==> src/rtl/gray_updown_counter_if.sv <==
// Control and status bundle for gray_updown_counter.
// master: the side that drives En/Up/Load/LoadVal/ClrFlag and observes the count.
// slave:  the counter itself; drives Output/Binary/Overflow/Underflow/Boundary.
interface gray_updown_counter_if #(
   parameter int WIDTH = 3
);
   logic             En;
   logic             Up;
   logic             Load;
   logic [WIDTH-1:0] LoadVal;
   logic             ClrFlag;
   logic [WIDTH-1:0] Output;
   logic [WIDTH-1:0] Binary;
   logic             Overflow;
   logic             Underflow;
   logic             Boundary;

   modport master (
      output En, Up, Load, LoadVal, ClrFlag,
      input  Output, Binary, Overflow, Underflow, Boundary
   );

   modport slave (
      input  En, Up, Load, LoadVal, ClrFlag,
      output Output, Binary, Overflow, Underflow, Boundary
   );
endinterface

==> src/rtl/gray_updown_counter.sv <==
// Purpose: WIDTH-bit up/down Gray counter with load, wrap/saturate, sticky flags, boundary pulse.
// Latency: one Clk edge from inputs to every output; all outputs are registered.
// Backpressure: none; En advances one step per edge, Load takes priority over En.
//
// Ports:
//   Clk, Reset_n        rising-edge clock, asynchronous active-low reset
//   bus.En/Up           count enable and direction (1 = up)
//   bus.Load/LoadVal    synchronous load of a Gray-coded value
//   bus.ClrFlag         synchronous clear of the sticky flags
//   bus.Output/Binary   current count in Gray and binary
//   bus.Overflow/Underflow  sticky end-of-range attempts
//   bus.Boundary        one-cycle pulse after an edge that hit an end
module gray_updown_counter #(
   parameter int WIDTH    = 3,
   parameter bit SATURATE = 1'b0
) (
   input logic                  Clk,
   input logic                  Reset_n,
   gray_updown_counter_if.slave bus
);

   localparam logic [WIDTH-1:0] MAX_VAL = '1;
   localparam logic [WIDTH-1:0] ONE     = {{(WIDTH-1){1'b0}}, 1'b1};

   logic [WIDTH-1:0] bin_q;
   logic [WIDTH-1:0] gray_q;
   logic             ovf_q;
   logic             unf_q;
   logic             bnd_q;

   logic [WIDTH-1:0] bin_nxt;
   logic             ovf_nxt;
   logic             unf_nxt;
   logic             bnd_nxt;

   // Each binary bit is the XOR of all Gray bits at or above it.
   function automatic logic [WIDTH-1:0] gray2bin(input logic [WIDTH-1:0] g);
      logic [WIDTH-1:0] b;
      b[WIDTH-1] = g[WIDTH-1];
      for (int i = WIDTH - 2; i >= 0; i--) begin
         b[i] = b[i+1] ^ g[i];
      end
      return b;
   endfunction

   always_comb begin
      bin_nxt = bin_q;
      bnd_nxt = 1'b0;
      // Clear first, so a flag set on the same edge below overrides the clear.
      ovf_nxt = bus.ClrFlag ? 1'b0 : ovf_q;
      unf_nxt = bus.ClrFlag ? 1'b0 : unf_q;

      if (bus.Load) begin
         bin_nxt = gray2bin(bus.LoadVal);
      end else if (bus.En) begin
         if (bus.Up) begin
            if (bin_q == MAX_VAL) begin
               bin_nxt = SATURATE ? bin_q : '0;
               ovf_nxt = 1'b1;
               bnd_nxt = 1'b1;
            end else begin
               bin_nxt = bin_q + ONE;
            end
         end else begin
            if (bin_q == '0) begin
               bin_nxt = SATURATE ? bin_q : MAX_VAL;
               unf_nxt = 1'b1;
               bnd_nxt = 1'b1;
            end else begin
               bin_nxt = bin_q - ONE;
            end
         end
      end
   end

   // Gray value is registered from the next binary value so Output never
   // carries a combinational decode glitch into a clock-crossing synchroniser.
   always_ff @(posedge Clk or negedge Reset_n) begin
      if (!Reset_n) begin
         bin_q  <= '0;
         gray_q <= '0;
         ovf_q  <= 1'b0;
         unf_q  <= 1'b0;
         bnd_q  <= 1'b0;
      end else begin
         bin_q  <= bin_nxt;
         gray_q <= bin_nxt ^ (bin_nxt >> 1);
         ovf_q  <= ovf_nxt;
         unf_q  <= unf_nxt;
         bnd_q  <= bnd_nxt;
      end
   end

   assign bus.Output    = gray_q;
   assign bus.Binary    = bin_q;
   assign bus.Overflow  = ovf_q;
   assign bus.Underflow = unf_q;
   assign bus.Boundary  = bnd_q;

endmodule

==> src/flat_wrapper.sv <==
// flat-port wrapper written by rule: the top's interface ports become plain ports
module gray_updown_counter_flat 
#(
   parameter int WIDTH    = 3,
   parameter bit SATURATE = 1'b0
)
  (Clk, Reset_n, bus_En, bus_Up, bus_Load, bus_LoadVal, bus_ClrFlag, bus_Output, bus_Binary, bus_Overflow, bus_Underflow, bus_Boundary);
  gray_updown_counter_if #(.WIDTH(WIDTH)) bus_i ();
  input logic Clk;
  input logic Reset_n;
  input wire logic [$bits(bus_i.En)-1:0] bus_En;
  input wire logic [$bits(bus_i.Up)-1:0] bus_Up;
  input wire logic [$bits(bus_i.Load)-1:0] bus_Load;
  input wire logic [$bits(bus_i.LoadVal)-1:0] bus_LoadVal;
  input wire logic [$bits(bus_i.ClrFlag)-1:0] bus_ClrFlag;
  output wire logic [$bits(bus_i.Output)-1:0] bus_Output;
  output wire logic [$bits(bus_i.Binary)-1:0] bus_Binary;
  output wire logic [$bits(bus_i.Overflow)-1:0] bus_Overflow;
  output wire logic [$bits(bus_i.Underflow)-1:0] bus_Underflow;
  output wire logic [$bits(bus_i.Boundary)-1:0] bus_Boundary;
  assign bus_i.En = bus_En;
  assign bus_i.Up = bus_Up;
  assign bus_i.Load = bus_Load;
  assign bus_i.LoadVal = bus_LoadVal;
  assign bus_i.ClrFlag = bus_ClrFlag;
  assign bus_Output = bus_i.Output;
  assign bus_Binary = bus_i.Binary;
  assign bus_Overflow = bus_i.Overflow;
  assign bus_Underflow = bus_i.Underflow;
  assign bus_Boundary = bus_i.Boundary;
  gray_updown_counter #(.WIDTH(WIDTH), .SATURATE(SATURATE)) u_core (.Clk(Clk), .Reset_n(Reset_n), .bus(bus_i));
endmodule
==> config.mk <==
export PLATFORM = sky130hd
export DESIGN_NAME = gray_updown_counter_flat
export DESIGN_NICKNAME = d
export VERILOG_FILES = /design/src/rtl/gray_updown_counter_if.sv /design/src/rtl/gray_updown_counter.sv /design/src/flat_wrapper.sv
export SDC_FILE = /design/constraint.sdc
export NUM_CORES = 1
export LEC_CHECK = 0
export ABC_AREA = 0
export CAP_MARGIN = 20
export CORE_AREA = 2 2 39 41
export DETAILED_ROUTE_END_ITERATION = 10
export DIE_AREA = 0 0 41 43
export GPL_TIMING_DRIVEN = 0
export PLACE_DENSITY_LB_ADDON = 0.25
export RECOVER_POWER = 100
export SLEW_MARGIN = 20
export SYNTH_ARGS = -nofsm -noshare
export SYNTH_HDL_FRONTEND = slang
export SYNTH_SLANG_ARGS = --single-unit
==> constraint.sdc <==
create_clock -name Clk -period 2.3 [get_ports Clk]
set_clock_uncertainty 0.05 [all_clocks]
set_input_delay 0.69 -clock Clk [delete_from_list [all_inputs] [get_ports Clk]]
set_output_delay 0.69 -clock Clk [all_outputs]
set_load 0.005 [all_outputs]
# == Word-level counts from Yosys, hierarchy flattened ==
# Index checks and enable logic that the tools add are counted.
# Widths: inputs -> output; s select.
# totals
register_bits,9
input_bits,9
out_inout_bits,9
# classes
addsub,2
n_eq_ne,1
n_mux,20
bitwise_logic,3
n_reduce_logical,1
# ops
operator,count
$mux 1,15
$mux 3,5
$add 3x1->3 const B,1
$eq 3x3->1 const B,1
$logic_not 3->1,1
$sub 3x1->3 const B,1
$xor 3x2->3,1
$xor 1x1->1,2

# == Longest topological paths before layout ==
# logic_depth
word_depth,6
mapped_depth,6
depth_no_buf,6

# == Least setup slack after synthesis ==
# OpenSTA, ideal clock, no wires.
# synth_timing
path_kind,input-to-reg
from,in bus_En
to,"reg u_core.gray_q[1], in the netlist u_core.bus.Output[1]"
arrival_time_ns,1.600
slack_ns,0.524
cell_stages,5
n_path_buf,1
path_cell_list,buf_2 -> and4b_4 -> nor4_4 -> a21oi_1 -> a221o_1
# synth_via
elab_chain_len,3
# synth_rtl
element,line_no,source
start: declaration,flat_wrapper.sv:11,input wire logic [$bits(bus_i.En)-1:0] bus_En;
$mux 3,gray_updown_counter.sv:55,end else if (bus.En) begin
$mux 3,gray_updown_counter.sv:53,if (bus.Load) begin
$xor 3x2->3,gray_updown_counter.sv:87,gray_q <= bin_nxt ^ (bin_nxt >> 1);
end signal: assignment,gray_updown_counter.sv:87,
end: declaration,gray_updown_counter.sv:26,logic [WIDTH-1:0] gray_q;
# Every way passes these cells.

# == Worst setup path after layout ==
# layout_timing
from,in bus_Up
to,"reg u_core.gray_q[1], in the netlist u_core.bus.Output[1]"
# layout_via
elab_chain_len,4
# layout_rtl
element,line_no,source
start: declaration,flat_wrapper.sv:12,input wire logic [$bits(bus_i.Up)-1:0] bus_Up;
$mux 3,gray_updown_counter.sv:56,if (bus.Up) begin
$mux 3,gray_updown_counter.sv:55,
$mux 3,gray_updown_counter.sv:53,
$xor 3x2->3,gray_updown_counter.sv:87,
# Every way passes these cells.

==> impl_metrics.env <==
export IMPL_status="complete, no violations"
export IMPL_drt_wirelength_per_cell_um=10.3
export IMPL_cts_made_buffers=3
export IMPL_timing_critical_path_slowest_stage_cell="dlygate4sd3_1"
export IMPL_worst_slack_at_placement_ns=-0.0502
export IMPL_holdWs_ns=0.479
export IMPL_fillerInstances=133
export IMPL_setup_tns_final_ns=0
export IMPL_setup_ws_ns=0.133
export IMPL_timing_worst_setup_path_type="primary input to flop"
export IMPL_clock_tree_htree_level_count=1
export IMPL_p_leak_nw=0.349
export IMPL_worst_setup_hold_path_clk_slew_ns=0.05
export IMPL_wl_um=917
export IMPL_synth_yosys_warnings=0
export IMPL_yosysUniqueCellTypes=23
export IMPL_total_global_routing_track_utilization=0.130
export IMPL_synth_yosys_seq_area_share=0.389
export IMPL_clk_insertion_delay_late_ns=0.25
export IMPL_p_per_area_nw_per_um2=590
export IMPL_multiInputGateArea_um2=275
export IMPL_number_of_cells_upsized_or_downsized_after_cts=0
export IMPL_finalSetupViolations=0
export IMPL_fin_cells=89
export IMPL_clk_path_buf_depth=2
export IMPL_cts_sinks=8
export IMPL_netlist_area_um2=514
export IMPL_layout_worst_path_cycle_share=0.942
export IMPL_synth_nets=66
export IMPL_worstPathBufferInverterCount=1
export IMPL_count_of_vias_placed_by_the_detailed_router=457
export IMPL_total_power_w=0.000429
export IMPL_hold_violations=0
export IMPL_clk_root_buffer_cell="clkbuf_4"
export IMPL_io_buffer_count=17
export IMPL_tritoncts="built"
export IMPL_ios=18
export IMPL_fp_coreArea_um2=1380
export IMPL_crit_start="bus_Up"
export IMPL_critPathMaxStageDelay_ns=0.62
export IMPL_crit_reg2reg_launch="u_core.bus.Binary[0]"
export IMPL_irDropWorstVdd_mv=0.236
export IMPL_slew_viol_final=0
export IMPL_largest_net_degree_at_the_start_of_global_routing=11
export IMPL_cp_data_arrival_time_ns=2.24
export IMPL_critical_path_top_delay_family="buffers and inverters"
export IMPL_holdBufCountCts=0
export IMPL_die_height_um=43
export IMPL_antenna_diode_count=0
export IMPL_most_common_layout_cells="dlygate4sd3_1, dfrtp_1, inv_1, nand2_1, clkdlybuf4s50_1"
export IMPL_floorplan_die_area_um2=1760
export IMPL_cp_start_kind="primary input"
export IMPL_start_util=0.372
export IMPL_post_route_min_period_ns=2.17
export IMPL_route_detailed_drc=0
export IMPL_drive_above_1_share=0.110
export IMPL_maxClockFrequency_mhz=462
export IMPL_critical_path_max_fanout=6
export IMPL_critPathCaptureType="flop"
export IMPL_area_used_by_sequential_logic_in_the_layout_um2=200
export IMPL_timing_worst_slew_pin_value_ns=0.453
export IMPL_std_cell_rows=14
export IMPL_post_drt_via_cell_ratio=5.13
export IMPL_antenna_left=0
export IMPL_hold_path_startpoint="u_core.bus.Overflow"
export IMPL_cells_after_synthesis=53
export IMPL_first_pass_iters=4
export IMPL_number_of_antenna_violations_at_the_first_check_in_global_routing=0
export IMPL_areaGrowthSynthToFinish_pct=41.4
export IMPL_post_dp_hpwl_um=763
export IMPL_syn_mean_instance_area_um2=9.70
export IMPL_critical_path_required_ns=2.38
export IMPL_gp_routability_congestion=0.784
export IMPL_total_of_flip_flops_plus_latches_after_synthesis=8
export IMPL_die_width_um=41
export IMPL_final_common_cell="dlygate4sd3_1"
export IMPL_dp_cells=86
export IMPL_overflow=0
export IMPL_drt_first_iter_violations=3
export IMPL_final_nets=88
export IMPL_crit_path_cell_trace="dlygate4sd3_1, nor4_1, nor4_4, a221o_1"
export IMPL_max_cap_violations=0
export IMPL_post_cts_repair_setup_buffers=0
export IMPL_setup_repair_after_global_routing_missed_its_margin="no"
export IMPL_first_pass_grt_wire_length_mm=1.54
export IMPL_slew_limit_headroom=0.695
export IMPL_vias_in_the_first_global_route=381
export IMPL_worst_hold_path_type="flop to flop"
-- synth_stat cells (all sizes together) --
library cell | instances | area [µm²]
and3b | 1 | 10.0
or3b | 1 | 8.76
nand2 | 7 | 26.3
a221oi | 1 | 8.76
o22ai | 2 | 12.5
dfrtp | 8 | 200
ha | 4 | 50.1
buf | 2 | 12.5
nand3 | 1 | 5.00
nor2b | 1 | 6.26
inv | 7 | 26.3
and4b | 1 | 13.8
or3 | 1 | 6.26
a221o | 1 | 10.0
o211a | 2 | 20.0
nor2 | 2 | 7.51
a21oi | 4 | 20.0
nor4 | 2 | 27.5
o211ai | 1 | 7.51
a2bb2oi | 1 | 8.76
xnor2 | 3 | 26.3
-- cells by family (layout without fill, tap and decap cells) --
| group | Yosys count | after routing | synth area share |
|---|---|---|---|
| adders and majority gates | 4 | 4 | 0.0973 |
| and+or+nand+nor | 17 | 17 | 0.217 |
| AOI/OAI and AO/OA | 12 | 12 | 0.170 |
| xor gates and xnor gates | 3 | 3 | 0.0511 |
| buffers and inverters | 9 | 29 | 0.0754 |
| DFF | 8 | 8 | 0.389 |
-- worst register-to-register path: cells and delay by family (launching register included) --
family	cells	cell delay, ns
simple gates	2	0.48
flops	1	0.40
fa+ha+maj	2	0.47
compound gates	2	0.34
-- flip-flops by register name (all words and copies together) (netlist names) --
signal	count
u_core.bus.Binary	3
u_core.bus.Underflow	1
u_core.bus.Output	2
u_core.bus.Boundary	1
u_core.bus.Overflow	1
-- per-stage QoR --
stage	cell area (µm²)	util
after floorplan	514	-
after global placement	704	0.509
after detailed placement	704	0.509
after CTS	727	0.525
after global routing	727	0.525
final	727	0.525
-- area by class of cell --
type / count / area share
buffer: 2 / 0.0172
clock buffer: 3 / 0.0310
inverter: 7 / 0.0361
multi-input combinational: 36 / 0.379
sequential: 8 / 0.275
tap: 16 / 0.0275
timing repair buffer: 17 / 0.234
-- worst paths after layout --
| path | endpoint | slack (ns) | depth (start not counted) |
|---|---|---|---|
| setup / recovery | u_core.bus.Output[1] | 0.13 | 4 |
| hold reg to reg | u_core.bus.Overflow | 0.48 | 2 |
| min in group asynchronous | u_core.bus.Underflow | 0.73 | 1 |
| hold / removal | u_core.bus.Overflow | 0.48 | 2 |
| max in group asynchronous | u_core.bus.Binary[0] | 1.22 | 1 |
| setup reg to reg | u_core.bus.Output[1] | 0.43 | 6 |
-- where the power goes --
part           switching [W]  internal (W)  leakage (nW)
combinational      0.0000685     0.0000873         0.236
sequential         0.0000118      0.000159        0.0996
clock              0.0000436     0.0000594        0.0138
-- per-layer routing --
metal	wire [µm]	GRT usage	vias to the layer above
met5	0	0	-
met4	17	0.0600	0
met3	72	0.0314	2
met2	436	0.175	22
met1	390	0.191	206
li1	-	-	227
(Power assumes the default switching activity.)
